===== config.mk =====
export PLATFORM = sky130hd
export DESIGN_NAME = anton_neopixel_sequencer_flat
export DESIGN_NICKNAME = d
export VERILOG_FILES = /design/src/rtl/anton_neopixel_sequencer_if.sv /design/src/rtl/anton_neopixel_sequencer.sv /design/src/flat_wrapper.sv
export SDC_FILE = /design/constraint.sdc
export NUM_CORES = 1
export LEC_CHECK = 0
export ABC_AREA = 1
export CAP_MARGIN = 20
export CORE_MARGIN = 3
export CORE_UTILIZATION = 59
export DETAILED_ROUTE_END_ITERATION = 7
export PLACE_DENSITY = 0.84
export SETUP_SLACK_MARGIN = 0.02
export SLEW_MARGIN = 20
export SYNTH_ARGS = -nofsm -noshare
export SYNTH_HDL_FRONTEND = slang
export SYNTH_SLANG_ARGS = --single-unit
export TNS_END_PERCENT = 5

===== constraint.sdc =====
create_clock -name clk7mhz -period 2.5 [get_ports clk7mhz]
set_input_delay 0.5 -clock clk7mhz [delete_from_list [all_inputs] [get_ports clk7mhz]]
set_output_delay 0.5 -clock clk7mhz [all_outputs]
set_load 0.1 [all_outputs]

===== src/rtl/anton_neopixel_sequencer_if.sv =====
// Control/status bundle between the NeoPixel register block, the sequencer and the encoder.
interface anton_neopixel_sequencer_if #(
    parameter int unsigned BUFFER_END = 255
);
    localparam int unsigned BUFFER_BITS = (BUFFER_END > 0) ? $clog2(BUFFER_END + 1) : 1;

    logic                   regCtrlRun;
    logic                   regCtrlLoop;
    logic                   regCtrl32bit;
    logic [BUFFER_BITS-1:0] regMax;
    logic                   state;
    logic [BUFFER_BITS-1:0] pixelIndex;
    logic [4:0]             pixelBitIndex;
    logic [2:0]             bitPatternIndex;
    logic                   frameDone;
    logic                   halted;

    modport master (
        output regCtrlRun, regCtrlLoop, regCtrl32bit, regMax,
        input  state, pixelIndex, pixelBitIndex, bitPatternIndex, frameDone, halted
    );

    modport slave (
        input  regCtrlRun, regCtrlLoop, regCtrl32bit, regMax,
        output state, pixelIndex, pixelBitIndex, bitPatternIndex, frameDone, halted
    );
endinterface


===== src/rtl/anton_neopixel_sequencer.sv =====
// NeoPixel stream timing sequencer: frame start/end, looping, latch interval and the
// pixel / colour-bit / pattern-slot counters consumed by the combinational encoder.
module anton_neopixel_sequencer #(
    parameter int unsigned BUFFER_END   = 255,
    parameter int unsigned RESET_CYCLES = 400
) (
    input  logic                        clk7mhz,
    input  logic                        rstn,
    anton_neopixel_sequencer_if.slave   bus
);
    localparam int unsigned BUFFER_BITS = (BUFFER_END > 0) ? $clog2(BUFFER_END + 1) : 1;
    localparam int unsigned RC_BITS     = $clog2(RESET_CYCLES);
    localparam logic [RC_BITS-1:0]     RC_LAST = RC_BITS'(RESET_CYCLES - 1);
    localparam logic [BUFFER_BITS-1:0] END8    = BUFFER_BITS'(BUFFER_END);
    localparam logic [BUFFER_BITS-1:0] END32   = BUFFER_BITS'(BUFFER_END >> 2);
    localparam logic ENUM_STATE_RESET    = 1'b0;
    localparam logic ENUM_STATE_TRANSMIT = 1'b1;

    typedef enum logic [1:0] {
        S_RESET_WAIT = 2'd0,
        S_TRANSMIT   = 2'd1,
        S_HALT       = 2'd2
    } fsm_t;

    fsm_t                   r_fsm, w_fsm_nxt;
    logic [RC_BITS-1:0]     r_reset_cnt, w_reset_cnt_nxt;
    logic                   r_mode32, w_mode32_nxt;
    logic [BUFFER_BITS-1:0] r_max, w_max_nxt;
    logic [BUFFER_BITS-1:0] r_pix, w_pix_nxt;
    logic [4:0]             r_bit, w_bit_nxt;
    logic [2:0]             r_pat, w_pat_nxt;
    logic                   w_frame_done_nxt;
    logic [BUFFER_BITS-1:0] w_max_clamped;
    logic [BUFFER_BITS-1:0] w_pix_idx_nxt;
    logic                   w_frame_end;

    logic                   r_state;
    logic [BUFFER_BITS-1:0] r_pix_idx;
    logic                   r_frame_done;
    logic                   r_halted;

    // Pixel limit clamped to the buffer, counted in pixels of the requested width
    always_comb begin
        w_max_clamped = bus.regMax;
        if (bus.regCtrl32bit) begin
            if (bus.regMax > END32) w_max_clamped = END32;
        end else begin
            if (bus.regMax > END8) w_max_clamped = END8;
        end
    end

    assign w_frame_end = (r_pat == 3'd7) && (r_bit == 5'd23) && (r_pix == r_max);

    // Next state and counters; indices fall back to zero outside an active frame
    always_comb begin
        w_fsm_nxt        = r_fsm;
        w_reset_cnt_nxt  = r_reset_cnt;
        w_mode32_nxt     = r_mode32;
        w_max_nxt        = r_max;
        w_pix_nxt        = '0;
        w_bit_nxt        = '0;
        w_pat_nxt        = '0;
        w_frame_done_nxt = 1'b0;
        case (r_fsm)
            S_RESET_WAIT: begin
                if (r_reset_cnt != RC_LAST) begin
                    w_reset_cnt_nxt = r_reset_cnt + RC_BITS'(1);
                end else if (bus.regCtrlRun) begin
                    w_fsm_nxt    = S_TRANSMIT;
                    w_mode32_nxt = bus.regCtrl32bit;
                    w_max_nxt    = w_max_clamped;
                end
            end
            S_TRANSMIT: begin
                if (w_frame_end) begin
                    // A run drop coinciding with the last slot still completes the frame
                    w_frame_done_nxt = 1'b1;
                    w_reset_cnt_nxt  = '0;
                    w_fsm_nxt        = (bus.regCtrlLoop || !bus.regCtrlRun) ? S_RESET_WAIT : S_HALT;
                end else if (!bus.regCtrlRun) begin
                    w_reset_cnt_nxt = '0;
                    w_fsm_nxt       = S_RESET_WAIT;
                end else begin
                    w_pat_nxt = r_pat + 3'd1;
                    w_bit_nxt = r_bit;
                    w_pix_nxt = r_pix;
                    if (r_pat == 3'd7) begin
                        if (r_bit == 5'd23) begin
                            w_bit_nxt = '0;
                            w_pix_nxt = r_pix + BUFFER_BITS'(1);
                        end else begin
                            w_bit_nxt = r_bit + 5'd1;
                        end
                    end
                end
            end
            S_HALT: begin
                if (!bus.regCtrlRun) begin
                    w_reset_cnt_nxt = '0;
                    w_fsm_nxt       = S_RESET_WAIT;
                end
            end
            default: begin
                w_reset_cnt_nxt = '0;
                w_fsm_nxt       = S_RESET_WAIT;
            end
        endcase
    end

    assign w_pix_idx_nxt = w_mode32_nxt ? BUFFER_BITS'({w_pix_nxt, 2'b00}) : w_pix_nxt;

    always_ff @(posedge clk7mhz or negedge rstn) begin
        if (!rstn) begin
            r_fsm        <= S_RESET_WAIT;
            r_reset_cnt  <= '0;
            r_mode32     <= 1'b0;
            r_max        <= '0;
            r_pix        <= '0;
            r_bit        <= '0;
            r_pat        <= '0;
            r_state      <= ENUM_STATE_RESET;
            r_pix_idx    <= '0;
            r_frame_done <= 1'b0;
            r_halted     <= 1'b0;
        end else begin
            r_fsm        <= w_fsm_nxt;
            r_reset_cnt  <= w_reset_cnt_nxt;
            r_mode32     <= w_mode32_nxt;
            r_max        <= w_max_nxt;
            r_pix        <= w_pix_nxt;
            r_bit        <= w_bit_nxt;
            r_pat        <= w_pat_nxt;
            r_state      <= (w_fsm_nxt == S_TRANSMIT) ? ENUM_STATE_TRANSMIT : ENUM_STATE_RESET;
            r_pix_idx    <= w_pix_idx_nxt;
            r_frame_done <= w_frame_done_nxt;
            r_halted     <= (w_fsm_nxt == S_HALT);
        end
    end

    assign bus.state           = r_state;
    assign bus.pixelIndex      = r_pix_idx;
    assign bus.pixelBitIndex   = r_bit;
    assign bus.bitPatternIndex = r_pat;
    assign bus.frameDone       = r_frame_done;
    assign bus.halted          = r_halted;
endmodule

===== src/flat_wrapper.sv =====
// flat-port wrapper written by rule: the top's interface ports become plain ports
module anton_neopixel_sequencer_flat 
#(
    parameter int unsigned BUFFER_END   = 255,
    parameter int unsigned RESET_CYCLES = 400
)
  (clk7mhz, rstn, bus_regCtrlRun, bus_regCtrlLoop, bus_regCtrl32bit, bus_regMax, bus_state, bus_pixelIndex, bus_pixelBitIndex, bus_bitPatternIndex, bus_frameDone, bus_halted);
  anton_neopixel_sequencer_if #(.BUFFER_END(BUFFER_END)) bus_i ();
  input  logic clk7mhz;
  input  logic rstn;
  input wire logic [$bits(bus_i.regCtrlRun)-1:0] bus_regCtrlRun;
  input wire logic [$bits(bus_i.regCtrlLoop)-1:0] bus_regCtrlLoop;
  input wire logic [$bits(bus_i.regCtrl32bit)-1:0] bus_regCtrl32bit;
  input wire logic [$bits(bus_i.regMax)-1:0] bus_regMax;
  output wire logic [$bits(bus_i.state)-1:0] bus_state;
  output wire logic [$bits(bus_i.pixelIndex)-1:0] bus_pixelIndex;
  output wire logic [$bits(bus_i.pixelBitIndex)-1:0] bus_pixelBitIndex;
  output wire logic [$bits(bus_i.bitPatternIndex)-1:0] bus_bitPatternIndex;
  output wire logic [$bits(bus_i.frameDone)-1:0] bus_frameDone;
  output wire logic [$bits(bus_i.halted)-1:0] bus_halted;
  assign bus_i.regCtrlRun = bus_regCtrlRun;
  assign bus_i.regCtrlLoop = bus_regCtrlLoop;
  assign bus_i.regCtrl32bit = bus_regCtrl32bit;
  assign bus_i.regMax = bus_regMax;
  assign bus_state = bus_i.state;
  assign bus_pixelIndex = bus_i.pixelIndex;
  assign bus_pixelBitIndex = bus_i.pixelBitIndex;
  assign bus_bitPatternIndex = bus_i.bitPatternIndex;
  assign bus_frameDone = bus_i.frameDone;
  assign bus_halted = bus_i.halted;
  anton_neopixel_sequencer #(.BUFFER_END(BUFFER_END), .RESET_CYCLES(RESET_CYCLES)) u_core (.clk7mhz(clk7mhz), .rstn(rstn), .bus(bus_i));
endmodule

==> flow_summary_export.csv, run 1 <==
group,metric,value,unit
run_status,status,"completed",
finish,final_cells,377,
finish,nNetsFinal,348,
sta,relSlewSlack,61.78,%
sta,fin_skew,0.007165,ns
grt,grt_max_degree,48,
route,vias_per_cell,5.326,
placement,pre_cts_slack,0.4574,ns
die,start_util,64.12,%
setup_path,critical_path_class,"reg2reg",
sta,final_hold_viol_count,0,
pwr,leakagePower,1.516,nW
die,rows,22,
die,core_area,3854,um^2
setup_path,critPathTopFamily,"simple AND/OR/NAND/NOR gates",
route,dr_total_vias,2008,
clocking,cts-buffers-inserted,5,
sta,setup_tns,0,ns
route,drtIter0Drc,229,
finish,diodes,0,
synth,async_flop_share,100.0,%
synth,syn_nets,312,
pwr,power.total,0.001225,W
synth,ys_seq_area_share,47.59,%
setup_path,setup.worst_path.end,"u_core.r_reset_cnt[2]",
die,die_x,70.72,um
route,postRouteAntennaNets,0,
setup_path,endpoint_kind,"flip-flop",
placement,numPortBuffers,31,
clocking,cts.repair.resized,0,
sta,rsz0062_at_grt,"no",
synth,synth_warnings,0,
setup_path,path_buf_inv,0,
setup_path,ff2ff_path_depth,8,
pwr,power_density,430.2,nW/um^2
route,drt_wl_total,5075,um
sta,worst_pin_slew,0.5733,ns
die,die_h,70.72,um
sta,finalCritPeriodShare,78.92,%
setup_path,r2r-end,"u_core.r_reset_cnt[2]",
clocking,postCtsHoldBufs,0,
setup_path,cp_num_cells,8,
setup_path,slowest_stage,"dfrtp_1",
clocking,htreeDepth,2,
sta,drv_slew,0,
synth,synth_edf_count,0,
setup_path,r2r_start,"u_core.bus.pixelBitIndex[0]",
die,floorplan.io_pins,32,
synth,synthFlopType,"dfrtp_1",
setup_path,crit_chain,"ha_1, nand4_2, nor2_4, nand3_2, nand2_4, nand2_1, nand2_1, nand3_1",
grt,grt_overflow,0,
sta,hold_ws,0.2801,ns
setup_path,cp_common_cell,"nand2_1",
placement,gp_congestion,0.8030,
synth,ys_types,33,
die,die_area,5001,um^2
setup_path,critPathLaunch,"u_core.bus.pixelBitIndex[0]",
route,drc_errors,0,
clocking,clk_pin_slew,0.08,ns
finish,area_growth,15.24,%
setup_path,arrival,2.16,ns
sta,max_freq,506.9,MHz
synth,ys_ff_latch,47,
route,drt-wirelength-per-cell,13.46,um
setup_path,worstPathMaxFanout,15,
grt,grt_pass1_wl,8866,um
synth,syn_avg_cell_area,8.405,um^2
setup_path,start_kind,"flip-flop",
sta,finalSetupViolations,0,
grt,grt_pass1_vias,1985,
clocking,postCtsSetupBuffers,0,
placement,post-dp-hpwl,3766,um
clocking,cts.path.max_buffers,2,
synth,synth.cell_area,2471,um^2
synth,syn_inst,294,
route,drt_first_pass_iters,4,
finish,layout-drive-gt1-share,14.59,%
placement,dp_cells,371,
clocking,clock_latency,0.30,ns
setup_path,reg2reg_slack,0.53,ns
grt,antenna_found_initial,0,
sta,post-route-min-period,1.973,ns
sta,fin_ws,0.5271,ns
flow_run,maxCapViolCount,0,
clocking,cts_tree,"yes",
setup_path,cp_slowest_stage_delay,0.42,ns
min_path,hold_path_class,"in2async",
grt,track_usage,21.92,%
clocking,clock-sinks,47,
pwr,vdd_drop_max,0.3364,mV
clocking,root_buffer,"clkbuf_8",
setup_path,worst_ep_required_time,2.69,ns
Yosys cell counts, types with 2 or more instances:
master / n / area share [%]
nand2_2: 2 / 0.51
nor2_4: 4 / 1.8
nand3_1: 29 / 5.9
inv_1: 37 / 5.6
nand3b_1: 6 / 1.8
nor2_1: 25 / 3.8
o31ai_1: 3 / 0.91
o21ai_1: 3 / 0.61
inv_2: 3 / 0.46
dfrtp_1: 47 / 48
nor2_2: 3 / 0.76
nand4_1: 6 / 1.5
o21ai_0: 15 / 3.0
a21oi_1: 3 / 0.61
ha_1: 5 / 2.5
nand3_2: 2 / 0.81
xnor2_1: 8 / 2.8
nor3_1: 3 / 0.61
nand4_2: 2 / 1.0
nand2_1: 67 / 10
xor2_1: 8 / 2.8
buf_2: 2 / 0.41
cell type report:
class                      instances  area (um^2)
sequential                        47         1176
multi-input combinational        202         1110
fill                             309         1006
timing repair buffer              33        272.8
inverter                          41        156.4
clock buffer                       6        72.57
tap                               48        60.06
kinds of logic (layout without fill, tap and decap cells):
| group | count (synthesis) | after routing | share of synthesized area [%] |
|---|---|---|---|
| AO/OA/AOI/OAI | 26 | 26 | 5.721 |
| flip-flops | 47 | 47 | 47.60 |
| buffers and inverters | 45 | 80 | 7.494 |
| XOR/XNOR | 17 | 17 | 6.330 |
| AND/OR/NAND/NOR | 154 | 154 | 30.33 |
| adder cells (fa/ha/maj) | 5 | 5 | 2.532 |
placed cells by master, fill, tap and decap left out, types with 3 or more instances in the layout:
cell             instances
clkbuf_8                 5
nor3_1                   3
nor2_4                   4
nor2_1                  25
inv_2                    3
clkdlybuf4s50_1         11
inv_1                   37
nand4_1                  6
o21ai_0                 15
o21ai_1                  3
nor2_2                   3
nand3_1                 29
nand2_1                 67
ha_1                     5
xnor2_1                  8
xor2_1                   8
buf_4                   21
dfrtp_1                 47
a21oi_1                  3
nand3b_1                 6
o31ai_1                  3
worst min-delay path by stage:
stage	start	to	slack [ns]	cells past startpoint
after floorplan	rstn	u_core.bus.bitPatternIndex[0]	0.20	0
after global placement	u_core.bus.bitPatternIndex[0]	u_core.bus.bitPatternIndex[0]	0.45	1
after detailed placement	u_core.bus.bitPatternIndex[0]	u_core.bus.bitPatternIndex[0]	0.46	1
after CTS	rstn	u_core.r_reset_cnt[1]	0.30	2
after global routing	rstn	u_core.bus.pixelBitIndex[0]	0.33	2
final	rstn	u_core.bus.pixelBitIndex[0]	0.28	2
stage by stage:
step / util [%] / instance area, um^2
after floorplan: - / 2471
after global placement: 72.01 / 2775
after detailed placement: 72.01 / 2775
after CTS: 73.90 / 2848
after global routing: 73.90 / 2848
final: 73.90 / 2848
state kept, by name, summed over array words and instances, names as in the netlist:
| signal | flops |
|---|---|
| u_core.bus.bitPatternIndex | 3 |
| u_core.bus.state | 1 |
| u_core.bus.halted | 1 |
| u_core.r_reset_cnt | 9 |
| u_core.r_mode32 | 1 |
| u_core.bus.frameDone | 1 |
| u_core.bus.pixelIndex | 8 |
| u_core.r_pix | 8 |
| u_core.bus.pixelBitIndex | 5 |
| u_core.r_fsm | 2 |
| u_core.r_max | 8 |
where the power goes:
group	leakage, nW	internal [W]	total (W)	switching (W)
clock	0.0371	0.000187	0.000425	0.000238
combinational	0.832	0.0000196	0.0000410	0.0000214
sequential	0.647	0.000759	0.000759	0
layer usage:
layer	vias to the layer above	track usage (%)	share of wire, %
met5	-	0	0
met1	942	27.53	43
met4	0	5.846	1.3
met3	7	5.256	4.1
li1	1017	-	-
met2	42	37.90	51
Note: power is estimated with default switching activity, not from simulation.
==> run 2: changes to the inputs <==
--- a/config.mk
+++ b/config.mk
@@ -8,9 +8,9 @@
 export ABC_AREA = 1
 export CAP_MARGIN = 20
 export CORE_MARGIN = 3
-export CORE_UTILIZATION = 59
+export CORE_UTILIZATION = 50
 export DETAILED_ROUTE_END_ITERATION = 7
-export PLACE_DENSITY = 0.84
+export PLACE_DENSITY = 0.76
 export SETUP_SLACK_MARGIN = 0.02
 export SLEW_MARGIN = 20
 export SYNTH_ARGS = -nofsm -noshare
==> constraint.sdc (replaced) <==
create_clock -name clk7mhz -period 1.7 [get_ports clk7mhz]
set_input_delay 0.34 -clock clk7mhz [delete_from_list [all_inputs] [get_ports clk7mhz]]
set_output_delay 0.34 -clock clk7mhz [all_outputs]
set_load 0.1 [all_outputs]
==> run 2 against run 1 <==
Final cell count is 16% higher. Hold slack worse by 0.26 ns. Utilization grew 5.3 points. Sequential power increased by 48%. First-iteration DRC count down 40%. Flip-flop and latch count did not move. Routed wire length up 25%. Count of clock-buffer cells in the layout unchanged. Combinational power is 62% higher. Register-to-register slack worse by 0.49 ns. Critical path type unchanged. Critical endpoint is now u_core.bus.pixelIndex[2]. Largest power group unchanged. Highest routed layer unchanged.
==> flow_summary_export.csv, run 2 (synthesis results as in run 1) <==
group,metric,value,unit
sta,post-route-min-period,1.662,ns
setup_path,crit_chain,"ha_4, ha_4, inv_2, nor2_4, nand3_1, nor2_1, nor2_4, nand2_1, o21ai_1",
grt,grt_use_met1,26.13,%
finish,mostFrequentLayoutCell,"nand2_1",
finish,layout-drive-gt1-share,32.88,%
sta,finalCritPeriodShare,97.74,%
grt,grt_overflow,0,
die,floorplan.io_pins,32,
sta,fin_skew,0.007431,ns
clocking,htreeDepth,2,
route,drtIter0Drc,137,
sta,setup_tns,0,ns
setup_path,slowest_stage,"dfrtp_4",
die,core_area,4564,um^2
grt,grt_pass1_vias,2195,
finish,diodes,0,
finish,largest-register,"u_core.r_reset_cnt",
clocking,cts-buffers-inserted,5,
sta,finalSetupViolations,0,
clocking,cts_tree,"yes",
clocking,clk_pin_slew,0.09,ns
die,die_h,76.30,um
route,vias_per_cell,5.225,
finish,final_util,79.17,%
sta,rsz0062_at_grt,"yes",
flow_run,maxCapViolCount,0,
route,drt-wirelength-per-cell,14.50,um
setup_path,worstPathMaxFanout,6,
finish,multi_input_area,1264,um^2
sta,worst_pin_slew,0.5873,ns
sta,max_freq,601.8,MHz
grt,antenna_found_initial,0,
finish,largest_register_ffs,9,
run_status,status,"completed",
setup_path,r2r_start,"u_core.bus.bitPatternIndex[1]",
grt,gr-usage-met3,4.019,%
setup_path,reg2reg_slack,0.04,ns
route,postRouteAntennaNets,0,
setup_path,critPathLaunch,"u_core.bus.bitPatternIndex[1]",
die,rows,24,
setup_path,start_kind,"flip-flop",
route,drt_wl_total,6320,um
setup_path,path_buf_inv,1,
clocking,clock_latency,0.31,ns
setup_path,critical_path_class,"reg2reg",
finish,final_cell_mix,"62 x nand2_1, 40 x buf_4, 39 x dfrtp_1, 34 x inv_1, 27 x nand3_1",
setup_path,critPathTopFamily,"simple AND/OR/NAND/NOR gates",
setup_path,r2r-end,"u_core.bus.pixelIndex[2]",
placement,numPortBuffers,31,
setup_path,ff2ff_path_depth,9,
route,drt_first_pass_iters,4,
setup_path,arrival,1.90,ns
placement,gp_congestion,0.8559,
grt,grt_busiest_layer,"met2",
setup_path,cp_slowest_stage_delay,0.50,ns
min_path,hold_path_class,"in2async",
clocking,root_buffer,"clkbuf_8",
die,start_util,54.14,%
clocking,clock-sinks,47,
die,die_area,5822,um^2
placement,post-dp-hpwl,4420,um
finish,nNetsFinal,388,
sta,hold_ws,0.02368,ns
finish,fillers,301,
grt,gr-usage-met2,37.96,%
die,die_x,76.30,um
sta,drv_slew,0,
setup_path,worst_ep_required_time,1.94,ns
sta,relSlewSlack,60.85,%
finish,seqCellArea,1196,um^2
route,drc_errors,0,
setup_path,cp_num_cells,9,
pwr,vdd_drop_max,0.3900,mV
grt,track_usage,21.41,%
grt,grt_max_degree,26,
setup_path,endpoint_kind,"flip-flop",
grt,grt_pass1_wl,10090,um
route,dr_total_vias,2278,
pwr,leakagePower,1.726,nW
pwr,power_density,529.8,nW/um^2
finish,area_growth,46.23,%
sta,final_hold_viol_count,0,
clocking,cts.path.max_buffers,2,
-- run 2: cell count changes in the layout (fill, tap and decap cells not counted), sizes merged --
cell,before,now
clkinvlp,0,1
inv,41,40
clkinv,0,3
buf,22,61
-- run 2: area by class of cell --
cell class | instances | share of cell area (%)
clock buffer | 6 | 2.285
clock inverter | 2 | 0.4501
inverter | 41 | 4.467
multi-input combinational | 202 | 34.97
sequential | 47 | 33.10
tap | 65 | 2.251
timing repair buffer | 72 | 22.33
timing repair inverter | 1 | 0.1385
-- run 2: where the power goes --
part	internal, W	switching, W	total [W]
clock	0.000332	0.000399	0.000731
sequential	0.00112	0	0.00112
combinational	0.0000319	0.0000348	0.0000666
-- run 2: how the worst max path moves through the flow --
stage,end
after detailed placement,u_core.r_max[2]
after CTS,u_core.bus.pixelIndex[5]
after global routing,u_core.bus.pixelIndex[2]
after global placement,u_core.r_max[2]
after floorplan,u_core.r_reset_cnt[0]
final,u_core.bus.pixelIndex[2]
-- run 2: per-stage QoR --
step                      setup slack (ns)  power, W  std cells  instance area, um^2
after floorplan                   -0.06657  0.001145        294                 2540
after global placement            -0.04825  0.001206        419                 3336
after detailed placement          -0.09174  0.001207        419                 3336
after global routing              -0.05674  0.001979        436                 3613
final                              0.03842  0.001915        436                 3613
after CTS                        -0.001288  0.001919        427                 3446
-- run 2: timing repair --
item	CTS	global route
buffers inserted	0	8
gates resized for setup	3	30
endpoints found under the setup margin	10	29
pin swaps	1	18
hold buffers	0	0
gates cloned	0	1
-- run 2: per-layer routing --
layer	wire length [um]	part of all wire (%)
met5	0	0
met4	111	1.8
met1	2571	41
met3	303	4.8
met2	3335	53
==> run 3: changes to the inputs <==
--- a/config.mk
+++ b/config.mk
@@ -6,12 +6,13 @@
 export NUM_CORES = 1
 export LEC_CHECK = 0
 export ABC_AREA = 1
+export ABC_CLOCK_PERIOD_IN_PS = 1700
 export CAP_MARGIN = 20
 export CORE_MARGIN = 3
 export CORE_UTILIZATION = 50
 export DETAILED_ROUTE_END_ITERATION = 7
 export PLACE_DENSITY = 0.76
-export SETUP_SLACK_MARGIN = 0.02
+export SETUP_SLACK_MARGIN = 0.4
 export SLEW_MARGIN = 20
 export SYNTH_ARGS = -nofsm -noshare
 export SYNTH_HDL_FRONTEND = slang
==> constraint.sdc (replaced) <==
create_clock -name clk7mhz -period 1.7 [get_ports clk7mhz]
set_input_delay 0.34 -clock clk7mhz [delete_from_list [all_inputs] [get_ports clk7mhz]]
set_output_delay 0.34 -clock clk7mhz [all_outputs]
set_load 0.01 [all_outputs]
==> run 3 against run 2 <==
The run now ends with negative hold slack left. Sequential share of layout area down 0.20 points. Global-route usage decreased by 0.48 points. Maximum frequency fell by 1.6%. Register-to-register slack worse by 0.03 ns. Largest cell class unchanged. Largest power group unchanged.
==> flow_summary_export.csv, run 3 (synthesis results as in run 1) <==
group,metric,value,unit
run_status,status,"complete, but fails checks",
run_status,violations,"negative hold slack",
sta,rsz0062_at_grt,"yes",
clocking,cts.path.max_buffers,2,
grt,grt_pass1_vias,2192,
clocking,cts-buffers-inserted,5,
sta,final_hold_viol_count,11,
route,drt-wirelength-per-cell,14.02,um
sta,fin_skew,0.01098,ns
finish,final_cell_area,3582,um^2
clocking,root_buffer,"clkbuf_8",
route,dr_total_vias,2262,
sta,max_freq,592.2,MHz
die,die_area,5822,um^2
grt,grt_max_degree,48,
pwr,leakagePower,2.017,nW
finish,seqCellArea,1179,um^2
grt,grt_overflow,0,
route,vias_per_cell,5.141,
sta,finalSetupViolations,0,
sta,relSlewSlack,78.55,%
grt,grt_pass1_wl,9880,um
route,drt_wl_total,6167,um
clocking,clk_pin_slew,0.09,ns
finish,largest_register_ffs,9,
die,rows,24,
clocking,clock_latency,0.31,ns
setup_path,endpoint_kind,"flip-flop",
route,drt_first_pass_iters,4,
route,drc_errors,0,
finish,layout-drive-gt1-share,31.47,%
die,core_area,4564,um^2
setup_path,r2r_start,"u_core.r_reset_cnt[1]",
setup_path,slowest_stage,"dfrtp_1",
setup_path,worstPathMaxFanout,8,
clocking,clock-sinks,47,
sta,finalCritPeriodShare,99.33,%
pwr,power_density,556.7,nW/um^2
placement,post-dp-hpwl,3994,um
finish,nNetsFinal,392,
placement,gp_congestion,0.8652,
finish,fillers,298,
route,drtIter0Drc,183,
placement,numPortBuffers,31,
pwr,vdd_drop_max,0.4966,mV
die,die_x,76.30,um
finish,final_cell_mix,"61 x nand2_1, 45 x dfrtp_1, 34 x inv_1, 33 x buf_4, 26 x nand3_1",
setup_path,r2r-end,"u_core.bus.pixelIndex[5]",
clocking,htreeDepth,2,
sta,hold_ws,-0.005037,ns
sta,worst_pin_slew,0.3206,ns
setup_path,crit_chain,"ha_2, nand2_2, nor2_4, inv_2, nor2_4, nand4_1, nand2_4, inv_6, nand3_2, nand2_1",
setup_path,cp_common_cell,"nor2_4",
setup_path,start_kind,"flip-flop",
clocking,cts_tree,"yes",
placement,placedInstanceArea,3092,um^2
setup_path,arrival,1.88,ns
setup_path,reg2reg_slack,0.01,ns
die,die_h,76.30,um
grt,antenna_found_initial,0,
finish,largest-register,"u_core.r_reset_cnt",
finish,mostFrequentLayoutCell,"nand2_1",
setup_path,cp_slowest_stage_delay,0.37,ns
grt,track_usage,20.94,%
setup_path,critical_path_class,"reg2reg",
min_path,hold_path_class,"in2async",
setup_path,ff2ff_path_depth,10,
die,floorplan.io_pins,32,
setup_path,critPathLaunch,"u_core.r_reset_cnt[1]",
route,postRouteAntennaNets,0,
setup_path,worst_ep_required_time,1.89,ns
sta,drv_slew,0,
clocking,postCtsHoldBufs,0,
flow_run,maxCapViolCount,0,
finish,multi_input_area,1300,um^2
die,start_util,54.14,%
finish,area_growth,44.96,%
sta,post-route-min-period,1.689,ns
finish,diodes,0,
==> run 3: cell types whose count changed in the layout (fill, tap and decap cells not counted), sizes merged <==
cell / previous run / this run
dlymetal6s2s: 0 / 13
buf: 61 / 52
clkinv: 3 / 1
bufinv: 0 / 1
clkbuf: 6 / 7
clkinvlp: 1 / 0
inv: 40 / 41
==> run 3: final cells by class <==
type,instances,share of cell area [%]
repair inverters,1,0.1746
clock inverters,1,0.8383
well taps,65,2.270
repair buffers,76,20.82
clock buffers,7,2.131
flip-flops and latches,47,32.90
inverters,41,4.576
multi-input cells,202,36.29
==> run 3: timing repair <==
action                                  CTS  global route
pin swaps                                10            26
gates resized for setup                  19            80
setup buffers                             8             8
endpoints found under the setup margin   65            66
cloned                                    0             1
==> run 3: layer usage <==
metal,vias up,global-route usage [%],wire length [um]
met1,1077,25.82,2575
met3,19,4.610,303
met5,-,0,0
li1,1099,-,-
met4,0,7.246,177
met2,67,36.12,3111
==> run 3: where the power goes <==
group	switching (W)	total, W	internal [W]
Combinational	0.0000335	0.0000671	0.0000337
Clock	0.000370	0.000810	0.000440
Sequential	0	0.00112	0.00112
==> run 3: worst max path at each step <==
stage / cells after the start / slack [ns] / to
finish: 10 / 0.01 / u_core.bus.pixelIndex[5]
global route: 10 / -0.1 / u_core.bus.pixelIndex[5]
CTS: 9 / 0.05 / u_core.bus.pixelIndex[3]
detailed placement: 6 / -0.07 / u_core.r_max[3]
global placement: 5 / -0.04 / u_core.bus.pixelIndex[2]
floorplan: 10 / 0.15 / u_core.r_reset_cnt[0]
==> run 3: critical path: cells and delay by family, from the launching register on <==
kind / cells / cell delay, ns
DFF: 1 / 0.37
adders and majority gates: 1 / 0.19
buffers and inverters: 2 / 0.13
and+or+nand+nor: 7 / 0.88
==> run 3: through the flow <==
| step | std cells | power (W) | setup WS, ns | util, % | setup TNS [ns] |
|---|---|---|---|---|---|
| 2_1_floorplan | 294 | 0.001145 | 0.1506 | - | 0 |
| 3_3_place_gp | 415 | 0.001206 | -0.03772 | 67.74 | -0.05458 |
| 3_5_place_dp | 415 | 0.001207 | -0.07494 | 67.74 | -0.5571 |
| 4_1_cts | 431 | 0.002004 | 0.04554 | 72.09 | 0 |
| 5_1_grt | 440 | 0.002070 | -0.09687 | 78.48 | -0.4026 |
| 6_report | 440 | 0.001994 | 0.01140 | 78.48 | 0 |
